[src/rtl/preproc_pkg.sv]
// Shared preprocessor package.
// Holds the window state encoding and the default window geometry
// used by window_buffer and its interface.
package preproc_pkg;

  localparam int DEF_WINDOW_LENGTH = 16;
  localparam int DEF_DATA_WIDTH    = 32;

  typedef enum logic {
    FILLING = 1'b0,
    STEADY  = 1'b1
  } wb_state_e;

endpackage

[src/rtl/window_buffer_if.sv]
// Sample stream interface for window_buffer.
// master: producer/consumer side (drives sample_valid, data_in, flush;
//         observes data_in_q, data_out, out_valid, window_full, fill_count).
// slave : the window_buffer side.
interface window_buffer_if
  import preproc_pkg::*;
#(
  parameter int WINDOW_LENGTH = DEF_WINDOW_LENGTH,
  parameter int DATA_WIDTH    = DEF_DATA_WIDTH
);

  localparam int CW = $clog2(WINDOW_LENGTH) + 1;

  logic                         sample_valid;
  logic signed [DATA_WIDTH-1:0] data_in;
  logic                         flush;
  logic signed [DATA_WIDTH-1:0] data_in_q;
  logic signed [DATA_WIDTH-1:0] data_out;
  logic                         out_valid;
  logic                         window_full;
  logic        [CW-1:0]         fill_count;

  modport master (
    output sample_valid, data_in, flush,
    input  data_in_q, data_out, out_valid, window_full, fill_count
  );

  modport slave (
    input  sample_valid, data_in, flush,
    output data_in_q, data_out, out_valid, window_full, fill_count
  );

endinterface

[src/rtl/window_ram.sv]
// Storage for the sliding window: single-port register array.
// The read port is combinational on addr, so in the cycle a write is
// issued rdata still shows the old contents (read-before-write).
// No reset: stale contents are masked by the owner while filling.
// Ports: clk, we (write enable), addr, wdata, rdata.
module window_ram #(
  parameter int DEPTH      = 16,
  parameter int DATA_WIDTH = 32,
  parameter int AW         = $clog2(DEPTH)
) (
  input  logic                         clk,
  input  logic                         we,
  input  logic        [AW-1:0]         addr,
  input  logic signed [DATA_WIDTH-1:0] wdata,
  output logic signed [DATA_WIDTH-1:0] rdata
);

  logic signed [DATA_WIDTH-1:0] mem [DEPTH];

  assign rdata = mem[addr];

  always_ff @(posedge clk) begin
    if (we) begin
      mem[addr] <= wdata;
    end
  end

endmodule

[src/rtl/window_buffer.sv]
// Sliding window delay line of WINDOW_LENGTH samples.
// Each accepted sample is registered to data_in_q and, in the same cycle,
// the sample it overwrites in the circular buffer is registered to
// data_out (zero until the window has been filled once). Both outputs are
// valid one cycle after acceptance, flagged by out_valid, and are meant to
// feed a running averager's data_in/data_out inputs directly.
// Ports: clk, rst (async, active-high), bus (window_buffer_if.slave):
//   sample_valid/data_in/flush in; data_in_q/data_out/out_valid/
//   window_full/fill_count out.
module window_buffer
  import preproc_pkg::*;
#(
  parameter int WINDOW_LENGTH = DEF_WINDOW_LENGTH,
  parameter int DATA_WIDTH    = DEF_DATA_WIDTH
) (
  input  logic              clk,
  input  logic              rst,
  window_buffer_if.slave    bus
);

  localparam int AW = $clog2(WINDOW_LENGTH);
  localparam int CW = AW + 1;

  wb_state_e                    state, state_nxt;
  logic        [AW-1:0]         wr_ptr;
  logic        [CW-1:0]         fill_count;
  logic                         accept;
  logic                         last_fill;
  logic                         window_full;
  logic signed [DATA_WIDTH-1:0] ram_rdata;
  logic signed [DATA_WIDTH-1:0] evict_p0;
  logic signed [DATA_WIDTH-1:0] data_in_q_p1;
  logic signed [DATA_WIDTH-1:0] data_out_p1;
  logic                         vld_p1;

  // Flush wins over a coincident sample: that sample is dropped.
  assign accept    = bus.sample_valid & ~bus.flush;
  assign last_fill = (fill_count == CW'(WINDOW_LENGTH - 1));

  window_ram #(
    .DEPTH      (WINDOW_LENGTH),
    .DATA_WIDTH (DATA_WIDTH),
    .AW         (AW)
  ) u_ram (
    .clk   (clk),
    .we    (accept),
    .addr  (wr_ptr),
    .wdata (bus.data_in),
    .rdata (ram_rdata)
  );

  // FSM: state register
  always_ff @(posedge clk or posedge rst) begin
    if (rst) begin
      state <= FILLING;
    end else begin
      state <= state_nxt;
    end
  end

  // FSM: next state
  always_comb begin
    state_nxt = state;
    if (bus.flush) begin
      state_nxt = FILLING;
    end else if ((state == FILLING) && accept && last_fill) begin
      state_nxt = STEADY;
    end
  end

  // FSM: outputs. Memory is never cleared, so evictions are forced to zero
  // until every slot has been written since the last reset/flush.
  always_comb begin
    window_full = (state == STEADY);
    evict_p0    = (state == STEADY) ? ram_rdata : '0;
  end

  // Write pointer and fill level
  always_ff @(posedge clk or posedge rst) begin
    if (rst) begin
      wr_ptr     <= '0;
      fill_count <= '0;
    end else if (bus.flush) begin
      wr_ptr     <= '0;
      fill_count <= '0;
    end else if (accept) begin
      wr_ptr <= wr_ptr + AW'(1);
      if (state == FILLING) begin
        fill_count <= fill_count + CW'(1);
      end
    end
  end

  // Stage p0 -> p1: registered sample, eviction and valid
  always_ff @(posedge clk or posedge rst) begin
    if (rst) begin
      vld_p1       <= 1'b0;
      data_in_q_p1 <= '0;
      data_out_p1  <= '0;
    end else begin
      vld_p1 <= accept;
      if (accept) begin
        data_in_q_p1 <= bus.data_in;
        data_out_p1  <= evict_p0;
      end
    end
  end

  assign bus.data_in_q   = data_in_q_p1;
  assign bus.data_out    = data_out_p1;
  assign bus.out_valid   = vld_p1;
  assign bus.window_full = window_full;
  assign bus.fill_count  = fill_count;

endmodule
[src/flat_wrapper.sv]
// flat-port wrapper written by rule: the top's interface ports become plain ports
module window_buffer_flat import preproc_pkg::*;
#(
  parameter int WINDOW_LENGTH = DEF_WINDOW_LENGTH,
  parameter int DATA_WIDTH    = DEF_DATA_WIDTH
)
  (clk, rst, bus_sample_valid, bus_data_in, bus_flush, bus_data_in_q, bus_data_out, bus_out_valid, bus_window_full, bus_fill_count);
  window_buffer_if #(.WINDOW_LENGTH(WINDOW_LENGTH), .DATA_WIDTH(DATA_WIDTH)) bus_i ();
  input  logic clk;
  input  logic rst;
  input wire logic [$bits(bus_i.sample_valid)-1:0] bus_sample_valid;
  input wire logic [$bits(bus_i.data_in)-1:0] bus_data_in;
  input wire logic [$bits(bus_i.flush)-1:0] bus_flush;
  output wire logic [$bits(bus_i.data_in_q)-1:0] bus_data_in_q;
  output wire logic [$bits(bus_i.data_out)-1:0] bus_data_out;
  output wire logic [$bits(bus_i.out_valid)-1:0] bus_out_valid;
  output wire logic [$bits(bus_i.window_full)-1:0] bus_window_full;
  output wire logic [$bits(bus_i.fill_count)-1:0] bus_fill_count;
  assign bus_i.sample_valid = bus_sample_valid;
  assign bus_i.data_in = bus_data_in;
  assign bus_i.flush = bus_flush;
  assign bus_data_in_q = bus_i.data_in_q;
  assign bus_data_out = bus_i.data_out;
  assign bus_out_valid = bus_i.out_valid;
  assign bus_window_full = bus_i.window_full;
  assign bus_fill_count = bus_i.fill_count;
  window_buffer #(.WINDOW_LENGTH(WINDOW_LENGTH), .DATA_WIDTH(DATA_WIDTH)) u_core (.clk(clk), .rst(rst), .bus(bus_i));
endmodule
[config.mk]
export PLATFORM = sky130hd
export DESIGN_NAME = window_buffer_flat
export DESIGN_NICKNAME = d
export VERILOG_FILES = /design/src/rtl/preproc_pkg.sv /design/src/rtl/window_buffer_if.sv /design/src/rtl/window_ram.sv /design/src/rtl/window_buffer.sv /design/src/flat_wrapper.sv
export SDC_FILE = /design/constraint.sdc
export NUM_CORES = 1
export LEC_CHECK = 0
export ABC_AREA = 1
export CAP_MARGIN = 10
export CORE_MARGIN = 4
export CORE_UTILIZATION = 60
export CTS_CLUSTER_SIZE = 14
export DETAILED_ROUTE_END_ITERATION = 10
export GPL_TIMING_DRIVEN = 0
export PLACE_DENSITY = 0.79
export SYNTH_ARGS = -nofsm -noshare
export SYNTH_HDL_FRONTEND = slang
export SYNTH_SLANG_ARGS = --single-unit
[constraint.sdc]
create_clock -name clk -period 3.3 [get_ports clk]
set_input_delay 0.66 -clock clk [delete_from_list [all_inputs] [get_ports clk]]
set_output_delay 0.66 -clock clk [all_outputs]
set_load 0.02 [all_outputs]
== After elaboration in Yosys (flattened, before gate mapping) ==
Memories as Yosys holds them, arrays and structs flattened.
Cells that the tools add are included.
Word-level totals
  memories kept: 1
  output and inout bits: 71
  input port bits: 36
  bits in latches: 0
  memory bits (writable): 512
  bits in read-only memories: 0
  logic and storage cells: 29
  register bits after elaboration: 75
Operators by class
  order comparisons: 0
  eq/ne operators: 2
  shifts and indexed selects: 0
  add/subtract/negate cells: 2
  div/mod/pow operators: 0
  multiply operators: 0
  reductions and logical operators: 5
  bitwise logic cells: 3
  muxes and demuxes: 10
Memory list
  u_core.u_ram.mem: words 16, bits a word 32, rd ports 1, clocked after memory_dff 0, write ports 1, RTL line window_ram.sv:18  | logic signed [DATA_WIDTH-1:0] mem [DEPTH];
Operator list (number)
  32-bit 2-to-1 mux: 1
  5-bit 2-to-1 mux: 3
  4-bit 2-to-1 mux: 2
  5-bit by 1-bit adder with 5-bit output, second input constant: 1
  5-bit by 4-bit equality test with 1-bit output, second input constant: 1
  4-bit by 1-bit adder with 4-bit output, second input constant: 1
  1-bit 2-to-1 mux: 4
  2-bit nonzero test: 2
  1-bit logical AND: 2
  2-bit inequality test, second input constant: 1
  1-bit NOT: 2
  2-bit AND reduction: 1
  1-bit AND: 1

== Depth between registers and ports, before layout ==
Gate-level depths: netlist (run 1).
  depth after elaboration: 6
  mapped depth: 11

== By module ==
From an unflattened synthesis (run 1), not the netlist that was laid out.
Second synthesis, totals
  cells, all modules: 2417
  area total of the unflattened synthesis: 24577.3 um^2
Modules (own cells, without submodules)
  window_ram: cells an instance 2081, times used 1, area an instance 21573.2 um^2
  window_buffer: cells an instance 336, times used 1, area an instance 3004.1 um^2

== Worst setup path after synthesis (run 1) ==
Ideal clock, no wire load.
  path type: input-to-reg
  from: input bus_sample_valid
  to: memory u_core.u_ram.mem[0][0] (enable)
  data required time: 2.879 ns
  library setup time: 0.421 ns
  stages on the path: 5
  path buffers: 1
  arrival: 2.550 ns
  path slack: 0.329 ns
  cells stage by stage: inv_1 nor2_2 buf_2 nand2_1 nor2_1
On the way
  cells in the longest elaborated chain, start to end: 3
Ends and longest elaborated chain
  start, declared: RTL line flat_wrapper.sv:11  | input wire logic [$bits(bus_i.sample_valid)-1:0] bus_sample_valid;
  1-bit AND: RTL line window_buffer.sv:37  | assign accept = bus.sample_valid & ~bus.flush;
  1-bit 2-to-1 mux: RTL line window_ram.sv:23  | if (we) begin
  1-bit 2-to-1 mux (not written as such): RTL line window_ram.sv:24  | mem[addr] <= wdata;
  end, declared: RTL line window_ram.sv:18
Every way passes these cells.

== Worst setup path after layout (run 1) ==
  from: input bus_sample_valid
  to: memory u_core.u_ram.mem[14][30] (enable)
Same word-level chain as after synthesis.

==> results.md, run 1 <==
- Library cell occupying the most area in the post-synthesis netlist: edfxtp_1
- Category of the worst setup path capture point: flop
- Later-pin clock latency in the skew report: roughly 0.60 ns
- Hold_buf cts: 0
- Nets in the synthesized netlist: approximately 2600
- Net count of the finished layout: approximately 2800
- CTS tree: done
- Count of port buffers added during placement: 106
- Number of antenna violations at the first check in global routing: 0
- Number of CTS-inserted buffers: 56
- Crit path from: bus_sample_valid
- Proportion of synthesized chip area in sequential cells: 0.685
- Maximum count of clock buffers along a single path: 3
- Die height: around 210 um
- Clock skew: 0.0143 ns
- Power Density: between 500 and 600 nW/um2
- Row Count: between 70 and 80
- Placed insts: 3189
- Post-route non-filler standard cell count: around 3300
- Number of cells traversed by the worst register-to-register path: 6
- Clock period minus final worst setup slack: roughly 3.3 ns
- Average cell area after synthesis: about 10 um2
- Gpl congestion: 0.874
- Violated checks: negative setup slack
- Average wire per cell in the routed design: about 20 um
- Maximum Capacitance Violations: 0
- Area of the core: a little over 40000 um2
- Register bit count reported by yosys: just under 600
- Dominant synthesized flop cell: edfxtp_1
- Endpoint of the lowest-slack register-to-register path: u_core.u_ram.mem[8][26]$_DFFE_PP_
- Antenna violation net count after detailed routing: 0
- Count of final hold-check violations: 0
- # diodes: 0
- Number of max-slew violations in the final report: 0
- Starting density of the core: 0.611
- Ratio of cells with drive above 1 in the final layout: 0.0739
- Fin area: 29300 um2
- Vias per cell: 5.55
- Startpoint type of the worst setup path: primary input
- Number of global-route vias before repair: around 18000
- Most numerous cell in the Yosys netlist: nand2_1
- Tightest Pin Transition: approximately 1.0 ns
- CTS sink cnt: approximately 590
- Final critical-path setup slack: -0.0352 ns
- Htree depth: 2
- First-pass GRT wire length: 101000 um
- CTS root buf: clkbuf_16
- Area of the die: 45300 um2
- Outcome: finished with violations
- DP Area: approximately 27000 um2
- Share of synthesized flip-flops with an asynchronous set or reset: 0.128
- Number of cells produced by synthesis: around 2500
- Post-synth EDFFs: 512
- Clock-pin slew reported for the worst setup and hold paths after clock tree synthesis: approximately 0.060 ns
- Worst slew slack as a fraction of its limit: 0.301
- Number of resized instances in the post-cts repair step: 0
- Crit Reg-Reg Startpoint: u_core.wr_ptr[3]$_DFFE_PP0P_
- Share of the synthesized area in the top cell type: 0.610
- RSZ-0062 raised after global routing: no
- Fill cell count: 2636
- Data arrival at the endpoint of the critical path: 3.63 ns
- Total wire length after detailed routing: slightly below 70000 um
- Post-synth cell types: 22
- Setup TNS Final: -0.505 ns
- End of the critical path: u_core.u_ram.mem[14][30]$_DFFE_PP_
- Post-CTS setup buffer count: 0
- Area contributors post-synth: edfxtp_1 61%, nand2_1 16%, dfrtp_1 7.5%, inv_1 6.9%, nand3_1 4.5%
- Largest net degree at the start of global routing: between 40 and 50
- VDD IR-drop max: ~380 uV
- Pre-CTS setup slack: -0.455 ns
- Number of detailed-route iterations in the first pass: 8
- Via Count: ~18000
- Part of the cycle the worst path needs: 1.01
- Maximum clock rate: ~300 MHz
- Global-route congestion overflow total: 0
- P&R area growth vs syn: 16.4%
- Maximum net fanout on the critical path: 18
- Number of warnings issued by yosys: 0
- Final routed DRC violation total: 0
- Top post-synthesis cells by count: 1071 x nand2_1, 512 x edfxtp_1, 462 x inv_1, 226 x nand3_1, 75 x dfrtp_1
- Dpl hpwl: approximately 44000 um
- Startpoint-to-endpoint class of the critical path: in -> reg
- Final setup violation count: 28
- Path type of the worst min-delay path: in -> async
- Netlist Area Pre-Place: roughly 25000 um2
- Required time of the critical path: between 3 and 4 ns
- I/O Pins: 107
- Gr usage total: 0.298
- Worst reg-to-reg setup slack: roughly 0.27 ns
- Static power due to leakage: between 10 and 15 nW
- Chip width: between 200 and 250 um
- Iteration-0 DRC Markers: 2537
flip-flops by register name, indices dropped and copies added (netlist names):
register / cells
u_core.bus.fill_count: 5
u_core.bus.out_valid: 1
u_core.wr_ptr: 4
u_core.bus.window_full: 1
u_core.bus.data_out: 32
u_core.u_ram.mem: 512
u_core.bus.data_in_q: 32
per-stage QoR:
step	utilization	power [mW]	hold WS (ns)
final	0.711	16.1	0.441
after global routing	0.711	16.5	0.501
after CTS	0.711	16.0	0.465
after detailed placement	0.667	9.73	0.458
after global placement	0.653	9.66	0.454
after floorplan	-	9.12	0.557
placed cells by master, fill, tap and decap left out, drive strengths merged:
cell type,instances
nand2,1071
edfxtp,512
inv,465
nand3,226
clkbuf,113
clkdlybuf4s50,106
buf,106
dfrtp,75
o21ai,38
nor2,23
clkinv,7
ha,6
bufinv,4
a21oi,2
o22ai,2
a32o,1
xnor2,1
xor2,1
nand4,1
layout make-up:
| type | instances | area, um2 | area share |
|---|---|---|---|
| Tap cell | 532 | 666 | 0.0227 |
| Multi-Input combinational cell | 1372 | 5680 | 0.194 |
| Timing Repair Buffer | 123 | 1490 | 0.0509 |
| Buffer | 110 | 631 | 0.0215 |
| Sequential cell | 587 | 17300 | 0.589 |
| Clock inverter | 11 | 154 | 0.00525 |
| Inverter | 465 | 1750 | 0.0597 |
| Clock buffer | 92 | 1690 | 0.0576 |
power by group:
part           internal, mW  total [mW]  switching (mW)
sequential             8.17        8.22          0.0431
combinational         0.435        1.40           0.961
clock                  3.78        6.44            2.66
kinds of logic (layout without fill, tap and decap cells):
| group | count (synthesis) | count (layout) | share of synthesized area |
|---|---|---|---|
| AOI/OAI and AO/OA | 43 | 43 | 0.00884 |
| xor gates and xnor gates | 2 | 2 | 0.000695 |
| adders and majority gates | 6 | 6 | 0.00298 |
| buffers and inverters | 575 | 801 | 0.0944 |
| DFF | 587 | 587 | 0.685 |
| and+or+nand+nor | 1321 | 1321 | 0.208 |
how the worst min path moves through the flow:
stage                                                       to                            startpoint  cells past startpoint  slack [ns]
final                      u_core.bus.data_out[10]$_DFFE_PP0P_                                   rst                      2        0.44
after global routing       u_core.bus.data_out[10]$_DFFE_PP0P_                                   rst                      2        0.50
after CTS                  u_core.bus.data_out[10]$_DFFE_PP0P_                                   rst                      2        0.47
after detailed placement  u_core.bus.data_in_q[20]$_DFFE_PP0P_  u_core.bus.data_in_q[20]$_DFFE_PP0P_                      2        0.46
after global placement     u_core.bus.data_in_q[6]$_DFFE_PP0P_   u_core.bus.data_in_q[6]$_DFFE_PP0P_                      2        0.45
after floorplan                   u_core.wr_ptr[3]$_DFFE_PP0P_          u_core.wr_ptr[3]$_DFFE_PP0P_                      2        0.56
worst max-delay path: stages:
cell             delay (ns)
clkdlybuf4s50_1        0.75
inv_1                  0.13
nor2_2                 0.37
buf_2                  0.35
nand2_1                0.32
nor2_4                 0.78
buf_16                 0.25
metal layers:
layer  track usage  up-vias  share of wire
li1              -     8262              -
met1         0.383     8572           0.36
met2         0.488     1184           0.47
met3        0.0582      257           0.11
met4         0.154        0          0.057
met5             0        -              0
Note: power is estimated with default switching activity, not from simulation.
==> run 2, diff against run 1 <==
--- a/config.mk
+++ b/config.mk
@@ -13,6 +13,7 @@
 export DETAILED_ROUTE_END_ITERATION = 10
 export GPL_TIMING_DRIVEN = 0
 export PLACE_DENSITY = 0.79
+export SETUP_SLACK_MARGIN = 0.05
 export SYNTH_ARGS = -nofsm -noshare
 export SYNTH_HDL_FRONTEND = slang
 export SYNTH_SLANG_ARGS = --single-unit
==> results.md, run 2 (synthesis gave the netlist of run 1 again) <==
- Endpoint of the lowest-slack register-to-register path: u_core.u_ram.mem[10][5]$_DFFE_PP_
- Tightest Pin Transition: 1.09 ns (+0.0374 ns)
- Count of final hold-check violations: 0 (unchanged)
- Antenna violation net count after detailed routing: 0 (unchanged)
- Slowest CP cell: clkdlybuf4s50_1
- Chip width: 213 um (unchanged)
- Cell family with the largest share of critical-path delay: buffers and inverters
- Path type of the worst min-delay path: in -> async
- Leading cell type in the layout, fill and taps excluded: nand2_1
- Gr usage total: 0.298 (unchanged)
- Startpoint type of the worst setup path: primary input
- Largest net degree at the start of global routing: 42 (unchanged)
- Maximum clock rate: 309 MHz (+2.9%)
- CTS sink cnt: 587 (unchanged)
- Total wire length after detailed routing: 68500 um (+1.7%)
- Number of CTS-inserted buffers: 56 (unchanged)
- I/O Pins: 107 (unchanged)
- First-pass GRT wire length: 101000 um (unchanged)
- Most flops, register: u_core.u_ram.mem
- Fin area: 29400 um2 (+0.23%)
- Global-route congestion overflow total: 0 (unchanged)
- Number of global-route vias before repair: 18200 (unchanged)
- Pre-CTS setup slack: -0.455 ns (unchanged)
- Clock period minus final worst setup slack: 3.24 ns (-0.0945 ns)
- Maximum count of clock buffers along a single path: 3 (unchanged)
- Via Count: 18400 (+0.62%)
- Utilization after layout: 0.713 (+0.00164)
- Ratio of cells with drive above 1 in the final layout: 0.0753 (+0.00134)
- Later-pin clock latency in the skew report: 0.61 ns (about the same)
- Part of the cycle the worst path needs: 0.982 (-0.0286)
- CTS root buf: clkbuf_16
- Final setup violation count: 0 (-100%)
- Worst slew slack as a fraction of its limit: 0.273 (-0.0276)
- Post-route non-filler standard cell count: 3296 (+0.12%)
- Required time of the critical path: 3.59 ns (about the same)
- Part of the power in the clock network: 0.401 (about the same)
- Area of the die: 45300 um2 (unchanged)
- P&R area growth vs syn: 16.6%
- RSZ-0062 raised after global routing: no
- Commonest cells after routing, fill and taps aside: 1071 x nand2_1, 512 x edfxtp_1, 461 x inv_1
- Gpl congestion: 0.874 (unchanged)
- Number of max-slew violations in the final report: 0 (unchanged)
- Logic gate share of total power: 0.088 (about the same)
- DP Area: 27500 um2 (unchanged)
- CTS tree: done
- Number of cells traversed by the worst register-to-register path: 6 (unchanged)
- Crit Reg-Reg Startpoint: u_core.wr_ptr[3]$_DFFE_PP0P_
- Clock-pin slew reported for the worst setup and hold paths after clock tree synthesis: 0.06 ns (about the same)
- Number of antenna violations at the first check in global routing: 0 (unchanged)
- VDD IR-drop max: 381 uV (-0.24%)
- Startpoint-to-endpoint class of the critical path: in -> reg
- Number of resized instances in the post-cts repair step: 0 (unchanged)
- Crit path cell chain: clkdlybuf4s50_1, inv_1, nor2_2, buf_2, nand2_1, nor2_4, buf_16
- Clock skew: 0.0188 ns (+0.00450 ns)
- Hold_buf cts: 0 (unchanged)
- # diodes: 0 (unchanged)
- Final critical-path setup slack: 0.0593 ns (+0.0945 ns)
- Count of buffering cells on the critical path with inverters included: 4 (unchanged)
- Power Density: 547 nW/um2 (about the same)
- Count of port buffers added during placement: 106 (unchanged)
- Outcome: complete, no violations
- Vias per cell: 5.58 (+0.50%)
- Net count of the finished layout: 2761 (+0.15%)
- Internal power: 12.4 mW (about the same)
- Maximum net fanout on the critical path: 18 (unchanged)
- Power after layout: 16.1 mW (+0.15%)
- Placed insts: 3189 (unchanged)
- Row Count: 74 (unchanged)
- Htree depth: 2 (unchanged)
- Final hold slack: 0.440 ns (-0.000926 ns)
- Die height: 213 um (unchanged)
- Dpl hpwl: 43600 um (unchanged)
- Category of the worst setup path capture point: flop
- Switching component of the power: 3.69 mW (+0.64%)
- Data arrival at the endpoint of the critical path: 3.53 ns (-0.10 ns)
- Starting density of the core: 0.611 (unchanged)
- Maximum Capacitance Violations: 0 (unchanged)
- Area of the core: 41200 um2 (unchanged)
- Largest register FFs: 512 (unchanged)
- Average wire per cell in the routed design: 20.8 um (+1.5%)
- Iteration-0 DRC Markers: 2735 (+7.8%)
- Number of detailed-route iterations in the first pass: 6 (-2)
- Part of the power in registers: 0.511 (about the same)
- Setup TNS Final: 0 ns (+0.505 ns)
- Static power due to leakage: 13.4 nW (+0.22%)
- Final routed DRC violation total: 0 (unchanged)
- Worst reg-to-reg setup slack: 0.35 ns (+0.08 ns)
- Fill cell count: 2634 (-0.076%)
- Sw frac: 0.229 (+0.00112)
- Largest stage delay on the critical path: 0.75 ns (-0.03 ns)
[run 2: cell count changes in the layout (fill, tap and decap cells not counted), sizes merged]
cell  change
buf       +4
[run 2: final cells by class]
class                      count  area (um2)  share of cell area
sequential                   587       17300               0.587
multi-input combinational   1372        5680               0.193
inverter                     465        1750              0.0596
clock buffer                  92        1690              0.0574
timing repair buffer         127        1560              0.0531
tap                          532         666              0.0227
buffer                       110         631              0.0215
clock inverter                11         154             0.00524
[run 2: worst max-delay path by stage]
| stage | startpoint | end | slack [ns] | cells after the start |
|---|---|---|---|---|
| finish | bus_sample_valid | u_core.u_ram.mem[10][5]$_DFFE_PP_ | 0.06 | 7 |
| global route | bus_sample_valid | u_core.u_ram.mem[10][5]$_DFFE_PP_ | 0.11 | 7 |
| detailed placement | bus_sample_valid | u_core.u_ram.mem[14][30]$_DFFE_PP_ | -0.46 | 7 |
| global placement | bus_sample_valid | u_core.u_ram.mem[13][25]$_DFFE_PP_ | -2.43 | 6 |
| CTS | bus_sample_valid | u_core.u_ram.mem[14][26]$_DFFE_PP_ | 0.16 | 7 |
| floorplan | bus_sample_valid | u_core.u_ram.mem[0][0]$_DFFE_PP_ | 0.33 | 5 |
[run 2: what timing repair did]
item                       in CTS  in global routing
setup buffers                   0                  4
setup endpoints to repair       0                 29
hold endpoints to repair        0                  0
[run 2: worst register-to-register path, cell delays in order (launching register included)]
cell     delay [ns]
dfrtp_1        0.40
inv_1          0.09
nor2_1         0.53
buf_2          0.43
inv_1          0.26
nor2_4         0.65
buf_16         0.28
[run 2: power by group through the flow]
stage | Combinational (mW) | Sequential (mW) | Clock, mW
3_5_place_dp | 1.36 | 8.37 | 0
6_report | 1.41 | 8.22 | 6.45
4_1_cts | 1.38 | 8.22 | 6.42
5_1_grt | 1.52 | 8.22 | 6.77
3_3_place_gp | 1.29 | 8.37 | 0
2_1_floorplan | 0.691 | 8.43 | 0
[run 2: layer usage]
metal / wire length, um / part of all wire / track usage
met1: 24500 / 0.36 / 0.383
met5: 0 / 0 / 0
met2: 32700 / 0.48 / 0.488
met3: 7830 / 0.11 / 0.0582
met4: 3490 / 0.051 / 0.154
